File: src/rtl/switch_debounce_sync_pkg.sv
// Shared board constants and debounce FSM state encoding for switch-driven blocks.
// The encodings are fixed so the state can be read directly off the debug port.
package switch_debounce_sync_pkg;

  localparam int CLK_FREQ_HZ             = 100_000_000;
  localparam int DEBOUNCE_MS_DEFAULT     = 10;
  localparam int DEBOUNCE_CYCLES_DEFAULT = (CLK_FREQ_HZ / 1000) * DEBOUNCE_MS_DEFAULT;

  typedef enum logic [1:0] {
    STABLE_LOW  = 2'b00,
    WAIT_HIGH   = 2'b01,
    STABLE_HIGH = 2'b11,
    WAIT_LOW    = 2'b10
  } state_t;

endpackage

File: src/rtl/sync_2ff.sv
// Two-flop synchroniser bringing an asynchronous level into the I_P_CLK domain.
// Both flops clear on reset so the first synchronised value after release is 0.
module sync_2ff (
  input  logic I_P_CLK,
  input  logic I_P_RST,
  input  logic I_P_ASYNC,
  output logic O_P_SYNC
);

  logic s1;
  logic s2;

  always_ff @(posedge I_P_CLK or posedge I_P_RST) begin
    if (I_P_RST) begin
      s1 <= 1'b0;
      s2 <= 1'b0;
    end else begin
      s1 <= I_P_ASYNC;
      s2 <= s1;
    end
  end

  assign O_P_SYNC = s2;

endmodule

File: src/rtl/switch_debounce_sync.sv
// Debounces one raw board switch: synchronise, then require DEBOUNCE_CYCLES of a
// steady new level before committing it, with one-cycle rise/fall pulses on commit.
module switch_debounce_sync
  import switch_debounce_sync_pkg::*;
#(
  parameter int DEBOUNCE_CYCLES = DEBOUNCE_CYCLES_DEFAULT
) (
  input  logic   I_P_CLK,
  input  logic   I_P_RST,
  input  logic   I_P_SW,
  output logic   O_P_DB,
  output logic   O_P_RISE,
  output logic   O_P_FALL,
  output logic   O_P_LED_BUSY,
  output state_t O_P_STATE
);

  localparam int CNT_W = (DEBOUNCE_CYCLES > 1) ? $clog2(DEBOUNCE_CYCLES) : 1;
  localparam logic [CNT_W-1:0] CNT_LAST = CNT_W'(DEBOUNCE_CYCLES - 1);

  logic           sw_s2;
  state_t         state;
  state_t         state_nxt;
  logic [CNT_W-1:0] cnt;
  logic [CNT_W-1:0] cnt_nxt;
  logic           db;
  logic           db_nxt;
  logic           rise;
  logic           rise_nxt;
  logic           fall;
  logic           fall_nxt;
  logic           busy;
  logic           busy_nxt;

  sync_2ff u_sync (
    .I_P_CLK   (I_P_CLK),
    .I_P_RST   (I_P_RST),
    .I_P_ASYNC (I_P_SW),
    .O_P_SYNC  (sw_s2)
  );

  always_ff @(posedge I_P_CLK or posedge I_P_RST) begin
    if (I_P_RST) begin
      state <= STABLE_LOW;
      cnt   <= '0;
      db    <= 1'b0;
      rise  <= 1'b0;
      fall  <= 1'b0;
      busy  <= 1'b0;
    end else begin
      state <= state_nxt;
      cnt   <= cnt_nxt;
      db    <= db_nxt;
      rise  <= rise_nxt;
      fall  <= fall_nxt;
      busy  <= busy_nxt;
    end
  end

  // Any disagreement while waiting drops back to the stable state with a clean count.
  always_comb begin
    state_nxt = state;
    cnt_nxt   = cnt;
    db_nxt    = db;
    rise_nxt  = 1'b0;
    fall_nxt  = 1'b0;
    case (state)
      STABLE_LOW: begin
        if (sw_s2) begin
          state_nxt = WAIT_HIGH;
          cnt_nxt   = '0;
        end
      end
      WAIT_HIGH: begin
        if (!sw_s2) begin
          state_nxt = STABLE_LOW;
          cnt_nxt   = '0;
        end else if (cnt == CNT_LAST) begin
          state_nxt = STABLE_HIGH;
          cnt_nxt   = '0;
          db_nxt    = 1'b1;
          rise_nxt  = 1'b1;
        end else begin
          cnt_nxt = cnt + CNT_W'(1);
        end
      end
      STABLE_HIGH: begin
        if (!sw_s2) begin
          state_nxt = WAIT_LOW;
          cnt_nxt   = '0;
        end
      end
      WAIT_LOW: begin
        if (sw_s2) begin
          state_nxt = STABLE_HIGH;
          cnt_nxt   = '0;
        end else if (cnt == CNT_LAST) begin
          state_nxt = STABLE_LOW;
          cnt_nxt   = '0;
          db_nxt    = 1'b0;
          fall_nxt  = 1'b1;
        end else begin
          cnt_nxt = cnt + CNT_W'(1);
        end
      end
      default: begin
        state_nxt = STABLE_LOW;
        cnt_nxt   = '0;
        db_nxt    = 1'b0;
      end
    endcase
    busy_nxt = (state_nxt == WAIT_HIGH) || (state_nxt == WAIT_LOW);
  end

  assign O_P_DB       = db;
  assign O_P_RISE     = rise;
  assign O_P_FALL     = fall;
  assign O_P_LED_BUSY = busy;
  assign O_P_STATE    = state;

endmodule

File: config.mk
export PLATFORM = sky130hd
export DESIGN_NAME = switch_debounce_sync
export DESIGN_NICKNAME = d
export VERILOG_FILES = /design/src/rtl/switch_debounce_sync_pkg.sv /design/src/rtl/sync_2ff.sv /design/src/rtl/switch_debounce_sync.sv
export SDC_FILE = /design/constraint.sdc
export NUM_CORES = 1
export LEC_CHECK = 0
export CAP_MARGIN = 15
export CORE_ASPECT_RATIO = 0.5
export CORE_MARGIN = 2
export CORE_UTILIZATION = 55
export DETAILED_ROUTE_END_ITERATION = 12
export GPL_TIMING_DRIVEN = 1
export HOLD_SLACK_MARGIN = 0.06
export PLACE_DENSITY = 0.76
export SLEW_MARGIN = 20
export SYNTH_ARGS = -nofsm -noshare
export SYNTH_HDL_FRONTEND = slang
export SYNTH_SLANG_ARGS = --single-unit
File: constraint.sdc
create_clock -name I_P_CLK -period 2.24 [get_ports I_P_CLK]
set_input_delay 0.56 -clock I_P_CLK [delete_from_list [all_inputs] [get_ports I_P_CLK]]
set_output_delay 0.56 -clock I_P_CLK [all_outputs]
set_load 0.1 [all_outputs]
* Yosys cells after proc, flatten, opt, wreduce, memory -nomap -nowiden *
Cells that the tools add are included.

word-level totals
  register bits = 28
  latch bits = 0
  bits in writable memories = 0
  ROM bits = 0
  memories = 0

operators by class
  $add $sub $neg = 1
  multiply operators = 0
  div/mod/pow operators = 0
  $lt $le $gt $ge = 0
  eq/ne operators = 12
  shifts and indexed selects = 0
  muxes and demuxes = 23
  bitwise operators = 0
  reduce and logical (&&, ||, !) cells = 5

operators by type and width
  operator               count
  $mux 20                5
  $pmux 20 s4            1
  $add 20x1->20 const B  1
  $eq 20x20->1 const B   1
  $mux 2                 6
  $mux 1                 9
  $ne 2x2->1 const B     4
  $pmux 2 s4             1
  $eq 2x2->1 const B     3
  $reduce_and 5->1       1
  $eq 2x1->1 const B     2
  $ne 2x1->1 const B     2
  $logic_not 2->1        1
  $pmux 1 s2             1
  $reduce_and 2->1       1
  $reduce_bool 2->1      1
  $logic_or 1x1->1       1

* Longest topological paths before layout *
Gate-level depths: netlist of the first run.

  depth after elaboration = 6
  mapped depth = 9
  mapped depth without buffers = 8

* Cells and area by module *
Synthesis of the first run repeated with hierarchy kept, for this count alone.

unflattened totals
  cells, all modules = 171
  area total of the unflattened synthesis = 1597.8 µm²

by module, submodules not included
  module                instances  cells each  area each (µm²)
  switch_debounce_sync  1          168         1544.0
  sync_2ff              1          3           53.8

* Worst setup path after synthesis of the first run *
No wires, ideal clock.

  kind = register to register
  start point = register state[1], in the netlist O_P_STATE[1]
  end point = register cnt[18]
  library setup time = 119 ps
  data arrival time = 2658 ps
  data required time = 2121 ps
  path slack = -537 ps
  cell stages (with the launch flop) = 9
  period minus slack after synthesis = 2777 ps
  cell sequence = dfrtp_1 -> inv_1 -> ha_1 -> mux2_4 -> or4_4 -> buf_6 -> nor3_4 -> xnor2_1 -> nor2_2

on the way
  cells in the longest elaborated chain, start to end = 3
  elaborated cells between the ends (all ways) = 8
  those cells by class = 5 x eq/ne; 1 x mux; 2 x reduce/logical

RTL lines
  item                                                       line                        RTL
  from (decl)                                                switch_debounce_sync.sv:22  state_t state;
  from (signal assigned)                                     switch_debounce_sync.sv:51  state <= state_nxt;
  $eq 2x2->1 or $logic_not 2->1 (tied branches)              switch_debounce_sync.sv:67  case (state)
  $ne 2x2->1 (no source line) or $ne 2x1->1 (tied branches)  n/a
  $reduce_and 2->1 (no source line)                          n/a
  to (signal assigned)                                       switch_debounce_sync.sv:52  cnt <= cnt_nxt;
  to (decl)                                                  switch_debounce_sync.sv:24  logic [CNT_W-1:0] cnt;

Parallel ways exist; a longest one is shown, timed or not.
A chain may end at the register's enable or synchronous reset.

* Worst setup path in the final report of the first run *
Ends and elaborated chain as after synthesis.

==> results of run 1 <==
## layout make-up
class	instances	share of cell area, %
clock buffers	3	2.26
clock inverters	1	1.64
inverters	8	1.91
multi-input cells	125	47.0
flip-flops and latches	28	38.7
well taps	37	2.53
repair buffers	14	6.02
## path summary, 6_finish.rpt
check                                  start              end  slack (ns)  cells past startpoint
worst max register to register  O_P_STATE[1]          cnt[18]        0.13                      6
min in group asynchronous            I_P_RST           cnt[9]        0.63                      3
worst max-delay path            O_P_STATE[1]          cnt[18]        0.13                      6
max in group asynchronous            I_P_RST     O_P_STATE[1]        1.31                      3
worst min register to register     u_sync.s1  u_sync.O_P_SYNC        0.36                      0
worst min-delay path               u_sync.s1  u_sync.O_P_SYNC        0.36                      0
## routing by layer
metal / part of all wire, % / vias to the layer above
met1: 50 / 587
li1: - / 610
met2: 46 / 20
met5: 0 / -
met4: 0.46 / 0
met3: 3.3 / 2
## layout by cell type (no fill, tap or decap), types with 2 or more instances in the layout
cell,n
o21ai_0,5
xor2_1,2
dfrtp_1,26
and3_1,4
xnor2_1,11
nor2_2,5
or3_1,3
clkdlybuf4s50_1,2
inv_4,2
o2bb2ai_1,4
inv_1,5
nor2_1,17
and2_1,2
ha_1,4
o21ai_1,3
and4_1,2
nand2b_1,3
nand3_1,4
buf_4,12
nor3_4,2
dfrtp_4,2
nor3_1,4
nand4_1,4
nor2b_1,2
nor4_1,3
clkbuf_8,3
a211oi_1,3
nand2_1,16
a21oi_1,3
o31ai_1,5
## cell usage after synthesis (all sizes together), types with 2 or more instances
| cell type | number | area share, % |
|---|---|---|
| and3 | 4 | 1.6 |
| o211ai | 2 | 1.2 |
| nor4 | 3 | 1.2 |
| o2bb2ai | 4 | 2.2 |
| xnor2 | 11 | 6.0 |
| and2 | 2 | 0.78 |
| nand3 | 4 | 1.2 |
| ha | 6 | 4.7 |
| dfrtp | 28 | 43 |
| and4 | 2 | 1.1 |
| a21oi | 3 | 0.93 |
| xor2 | 2 | 1.1 |
| or3 | 3 | 1.2 |
| inv | 7 | 1.6 |
| a211oi | 3 | 1.4 |
| nor2b | 2 | 0.78 |
| nand2 | 16 | 3.7 |
| o31ai | 5 | 2.3 |
| buf | 4 | 2.2 |
| nor3 | 6 | 3.3 |
| nand4 | 4 | 1.6 |
| o21ai | 8 | 2.5 |
| nor2 | 22 | 5.9 |
| nand2b | 3 | 1.2 |
## metrics by stage
step / utilization (%) / hold WS, ns / setup slack, ns / power [uW] / std cells
final: 68.2 / 0.360 / 0.132 / 1490 / 216
after global routing: 68.2 / 0.366 / 0.0231 / 1560 / 216
after CTS: 68.2 / 0.363 / 0.121 / 1510 / 216
after detailed placement: 65.5 / 0.340 / 0.133 / 1100 / 212
after global placement: 65.5 / 0.334 / 0.184 / 1100 / 212
after floorplan: - / 0.331 / 0.00272 / 989 / 166
## power breakdown
group          internal, uW  switching [uW]
sequential              539            29.6
clock                   240             163
combinational           167             355
total                   946             548
## worst max-delay path, stage by stage, from the launching register on
cell and delay, ns:
dfrtp_4 0.54, ha_2 0.22, mux2_4 0.29, or4_4 0.61, nor3_4 0.16, xnor2_1 0.15, nor2_2 0.04
## sequential cells by signal, summed over array words and instances (netlist names)
register / flops
cnt: 20
O_P_STATE: 2
O_P_DB: 1
O_P_FALL: 1
O_P_LED_BUSY: 1
O_P_RISE: 1
u_sync.O_P_SYNC: 1
u_sync.s1: 1
## cells by family after synthesis
kind of cell             synth area share [%]
multiplexers                             1.78
buffers and inverters                    4.26
adder cells (fa/ha/maj)                  4.65
XOR/XNOR                                 7.05
flip-flops                               43.4
AO/OA/AOI/OAI                            13.2
AND/OR/NAND/NOR                          25.7
==> impl_metrics.env, run 1 <==
export IMPL_drc=0
export IMPL_dieArea_um2=3410
export IMPL_port_buffers=8
export IMPL_finalSetupViolations=0
export IMPL_grt_pass1_vias=1152
export IMPL_h_tree_depth=1
export IMPL_chipWidth_um=80.6
export IMPL_met1_usage_pct=26.6
export IMPL_globalplace_congestion=0.866
export IMPL_num_nets_final=189
export IMPL_hold_viol=0
export IMPL_synth_area_um2=1610
export IMPL_crit_type="flop to flop"
export IMPL_vias=1219
export IMPL_grt_busiest_layer="met2"
export IMPL_coreArea_um2=2680
export IMPL_routed_wl_um=3040
export IMPL_synthArstFlopShare_pct=100
export IMPL_required_ns=2.41
export IMPL_avgRoutedWirePerCell_um=14.1
export IMPL_avgSynthCellArea_um2=9.72
export IMPL_ys_seq_area_share_pct=43.4
export IMPL_num_rows=13
export IMPL_rsz0062_at_grt="false"
export IMPL_drt_pass1_iterations=4
export IMPL_final_period_utilization_pct=94.1
export IMPL_fin_tns_setup_ns=0
export IMPL_antenna_cells=0
export IMPL_synth_nets=175
export IMPL_track_usage_pct=20.0
export IMPL_detail_route_antenna_nets=0
export IMPL_initial_utilization_pct=60.1
export IMPL_yosysWarnings=0
export IMPL_antenna_found_initial=0
export IMPL_leakagePower_uw=0.000768
export IMPL_cts_buffer_depth=2
export IMPL_use_met2_pct=32.7
export IMPL_hp_class="flop to flop"
export IMPL_placed_area_um2=1760
export IMPL_holdBufCountCts=0
export IMPL_slew_violations=0
export IMPL_crit_path_end_kind="flop"
export IMPL_synth_seq_cells=28
export IMPL_nFillCells=210
export IMPL_drt_iter0_drc=61
export IMPL_synthCells=166
export IMPL_ys_flop_type="dfrtp_1"
export IMPL_use_met3_pct=5.60
export IMPL_cts_tree="built"
export IMPL_hpwl_um=2260
export IMPL_fin_skew_ns=0.0127
export IMPL_critPathLaunchType="flop"
export IMPL_io_pins=9
export IMPL_synth_edf_count=0
export IMPL_seqCellArea_um2=708
export IMPL_grt_pass1_wl_um=5220
export IMPL_synth_cell_type_count=42
export IMPL_max_freq_mhz=474
export IMPL_crit_arrival_ns=2.28
export IMPL_cts_root_buf="clkbuf_8"
export IMPL_multi_input_area_um2=860
export IMPL_cts_buffers=3
export IMPL_overflow=0
export IMPL_status="finished, final reports clean"
export IMPL_path_clk_slew_ns=0.10
export IMPL_insertion_delay_ns=0.28
export IMPL_worst_pin_slew_ns=0.514
export IMPL_crit_fanout=6
export IMPL_vdd_ir_drop_max_mv=0.759
export IMPL_stdcell_area_um2=1830
export IMPL_cts_resized=0
export IMPL_grt_max_degree=29
export IMPL_drive_above_1_share_pct=19.6
export IMPL_die_y_um=42.3
export IMPL_syn_to_final_growth_pct=13.4
export IMPL_cts_num_sinks=28
export IMPL_slew_headroom_pct=65.5
export IMPL_period_minus_slack_ns=2.11
export IMPL_power_density_nw_per_um2=816
export IMPL_viasPerCell=5.64
export IMPL_cts_setup_buffers=0
export IMPL_cap_viol_max_count=0
(Power assumes the default switching activity.)
==> inputs of run 2 (changes only) <==
- CELL_PAD_IN_SITES_DETAIL_PLACEMENT: unset -> 0
- CELL_PAD_IN_SITES_GLOBAL_PLACEMENT: unset -> 2
- CORE_UTILIZATION: 55 -> 38
- GPL_ROUTABILITY_DRIVEN: unset -> 0
- PLACE_DENSITY: 0.76 -> 0.8
==> run 2 against run 1 <==
Routed wire length grew 6.5%. Sequential power is essentially flat. Cell count grew 9.7%. Design area grew 2.8%. Non-clock buffer count grew 4. Register-to-register slack is essentially flat. Sequential share of layout area shrank 1.1 points. Utilization shrank 21 points. Critical path depth is the same. Largest power group unchanged. Combinational power grew 1%. Global-route usage shrank 4.4 points. First-iteration DRC count shrank 31%.
==> impl_metrics.env, run 2 (synthesized netlist as in run 1, its figures left out) <==
export IMPL_status="finished, final reports clean"
export IMPL_path_clk_slew_ns=0.10
export IMPL_cts_num_sinks=28
export IMPL_hp_class="flop to flop"
export IMPL_vdd_ir_drop_max_mv=0.636
export IMPL_holdBufCountCts=0
export IMPL_routed_wl_um=3240
export IMPL_final_cell_mix="dfrtp_1, nor2_1, nand2_1, buf_4, xnor2_1"
export IMPL_critPathLaunchType="flop"
export IMPL_antenna_found_initial=0
export IMPL_slew_violations=0
export IMPL_cap_viol_max_count=0
export IMPL_vias=1217
export IMPL_track_usage_pct=15.6
export IMPL_cts_buffers=3
export IMPL_max_freq_mhz=475
export IMPL_crit_fanout=5
export IMPL_overflow=0
export IMPL_multi_input_area_um2=860
export IMPL_cts_root_buf="clkbuf_8"
export IMPL_crit_type="flop to flop"
export IMPL_fin_skew_ns=0.00739
export IMPL_port_buffers=8
export IMPL_drc=0
export IMPL_avgRoutedWirePerCell_um=13.6
export IMPL_num_rows=16
export IMPL_crit_arrival_ns=2.28
export IMPL_nFillCells=401
export IMPL_crit_path_end_kind="flop"
export IMPL_grt_pass1_wl_um=5800
export IMPL_viasPerCell=5.14
export IMPL_largest_register_ffs=20
export IMPL_seqCellArea_um2=708
export IMPL_leakagePower_uw=0.000787
export IMPL_die_y_um=50.1
export IMPL_cts_buffer_depth=2
export IMPL_io_pins=9
export IMPL_cts_setup_buffers=0
export IMPL_drt_iter0_drc=42
export IMPL_cts_tree="built"
export IMPL_fin_tns_setup_ns=0
export IMPL_final_period_utilization_pct=94.0
export IMPL_rsz0062_at_grt="false"
export IMPL_chipWidth_um=96.2
export IMPL_grt_max_degree=17
export IMPL_required_ns=2.41
export IMPL_coreArea_um2=3980
export IMPL_grt_pass1_vias=1196
export IMPL_dieArea_um2=4820
export IMPL_num_nets_final=193
export IMPL_drt_pass1_iterations=4
export IMPL_antenna_cells=0
export IMPL_finalSetupViolations=0
export IMPL_hold_viol=0
export IMPL_slew_headroom_pct=72.2
export IMPL_cts_resized=0
export IMPL_period_minus_slack_ns=2.11
export IMPL_initial_utilization_pct=40.5
export IMPL_insertion_delay_ns=0.28
export IMPL_detail_route_antenna_nets=0
export IMPL_drive_above_1_share_pct=21.3
export IMPL_largest_register="cnt"
export IMPL_worst_pin_slew_ns=0.414
export IMPL_hpwl_um=2440
export IMPL_syn_to_final_growth_pct=16.6
export IMPL_power_density_nw_per_um2=801
export IMPL_h_tree_depth=1
export IMPL_timing_hold_ws_ns=0.359
export IMPL_final_common_cell="dfrtp_1"
[run 2: cell types whose count changed in the layout (fill, tap and decap cells not counted), sizes merged]
| cell | previous run | this run |
|---|---|---|
| buf | 12 | 16 |
[run 2: path summary, 6_finish.rpt]
path / startpoint / to / slack [ns] / depth (start not counted)
max: O_P_STATE[0] / cnt[14] / 0.13 / 6
min: u_sync.s1 / u_sync.O_P_SYNC / 0.36 / 0
max reg2reg: O_P_STATE[0] / cnt[14] / 0.13 / 6
min reg2reg: u_sync.s1 / u_sync.O_P_SYNC / 0.36 / 0
max in group asynchronous: I_P_RST / O_P_STATE[1] / 1.44 / 3
min in group asynchronous: I_P_RST / cnt[18] / 0.60 / 3
[run 2: per-stage QoR]
| stage | setup slack, ns | power, uW | util, % | std cells | cell area [um^2] |
|---|---|---|---|---|---|
| 6_report | 0.134 | 1510 | 47.2 | 237 | 1880 |
| 5_1_grt | 0.00633 | 1600 | 47.2 | 237 | 1880 |
| 4_1_cts | 0.127 | 1520 | 47.2 | 237 | 1880 |
| 3_5_place_dp | 0.137 | 1110 | 45.4 | 233 | 1810 |
| 3_3_place_gp | 0.169 | 1120 | 45.4 | 233 | 1810 |
| 2_1_floorplan | 0.00272 | 989 | - | 166 | 1640 |
[run 2: layout make-up]
class,count,share of cell area (%)
clock buffers,3,2.19
clock inverters,1,1.60
inverters,8,1.86
multi-input cells,125,45.7
flip-flops and latches,28,37.6
well taps,54,3.59
repair buffers,18,7.45
[run 2: routing by layer]
metal / wire (um) / vias to the layer above / global-route usage (%) / part of all wire [%]
met2: 1490 / 14 / 24.8 / 46
met5: 0 / - / 0 / 0
met4: 8 / 0 / 1.43 / 0.25
li1: - / 619 / - / -
met3: 97 / 2 / 4.13 / 3.0
met1: 1640 / 582 / 22.0 / 51
[run 2: worst max-delay path, cell delays in order (launching register included)]
cell and delay, ns:
dfrtp_4 0.53, ha_2 0.23, mux2_4 0.29, or4_4 0.61
nor3_4 0.14, xnor2_1 0.16, nor2_2 0.05
[run 2: where the power goes]
part | internal (uW) | total (uW) | switching [uW] | leakage, uW
clock network | 240 | 407 | 167 | 0.0000357
registers | 539 | 570 | 30.5 | 0.000379
logic | 174 | 530 | 356 | 0.000372
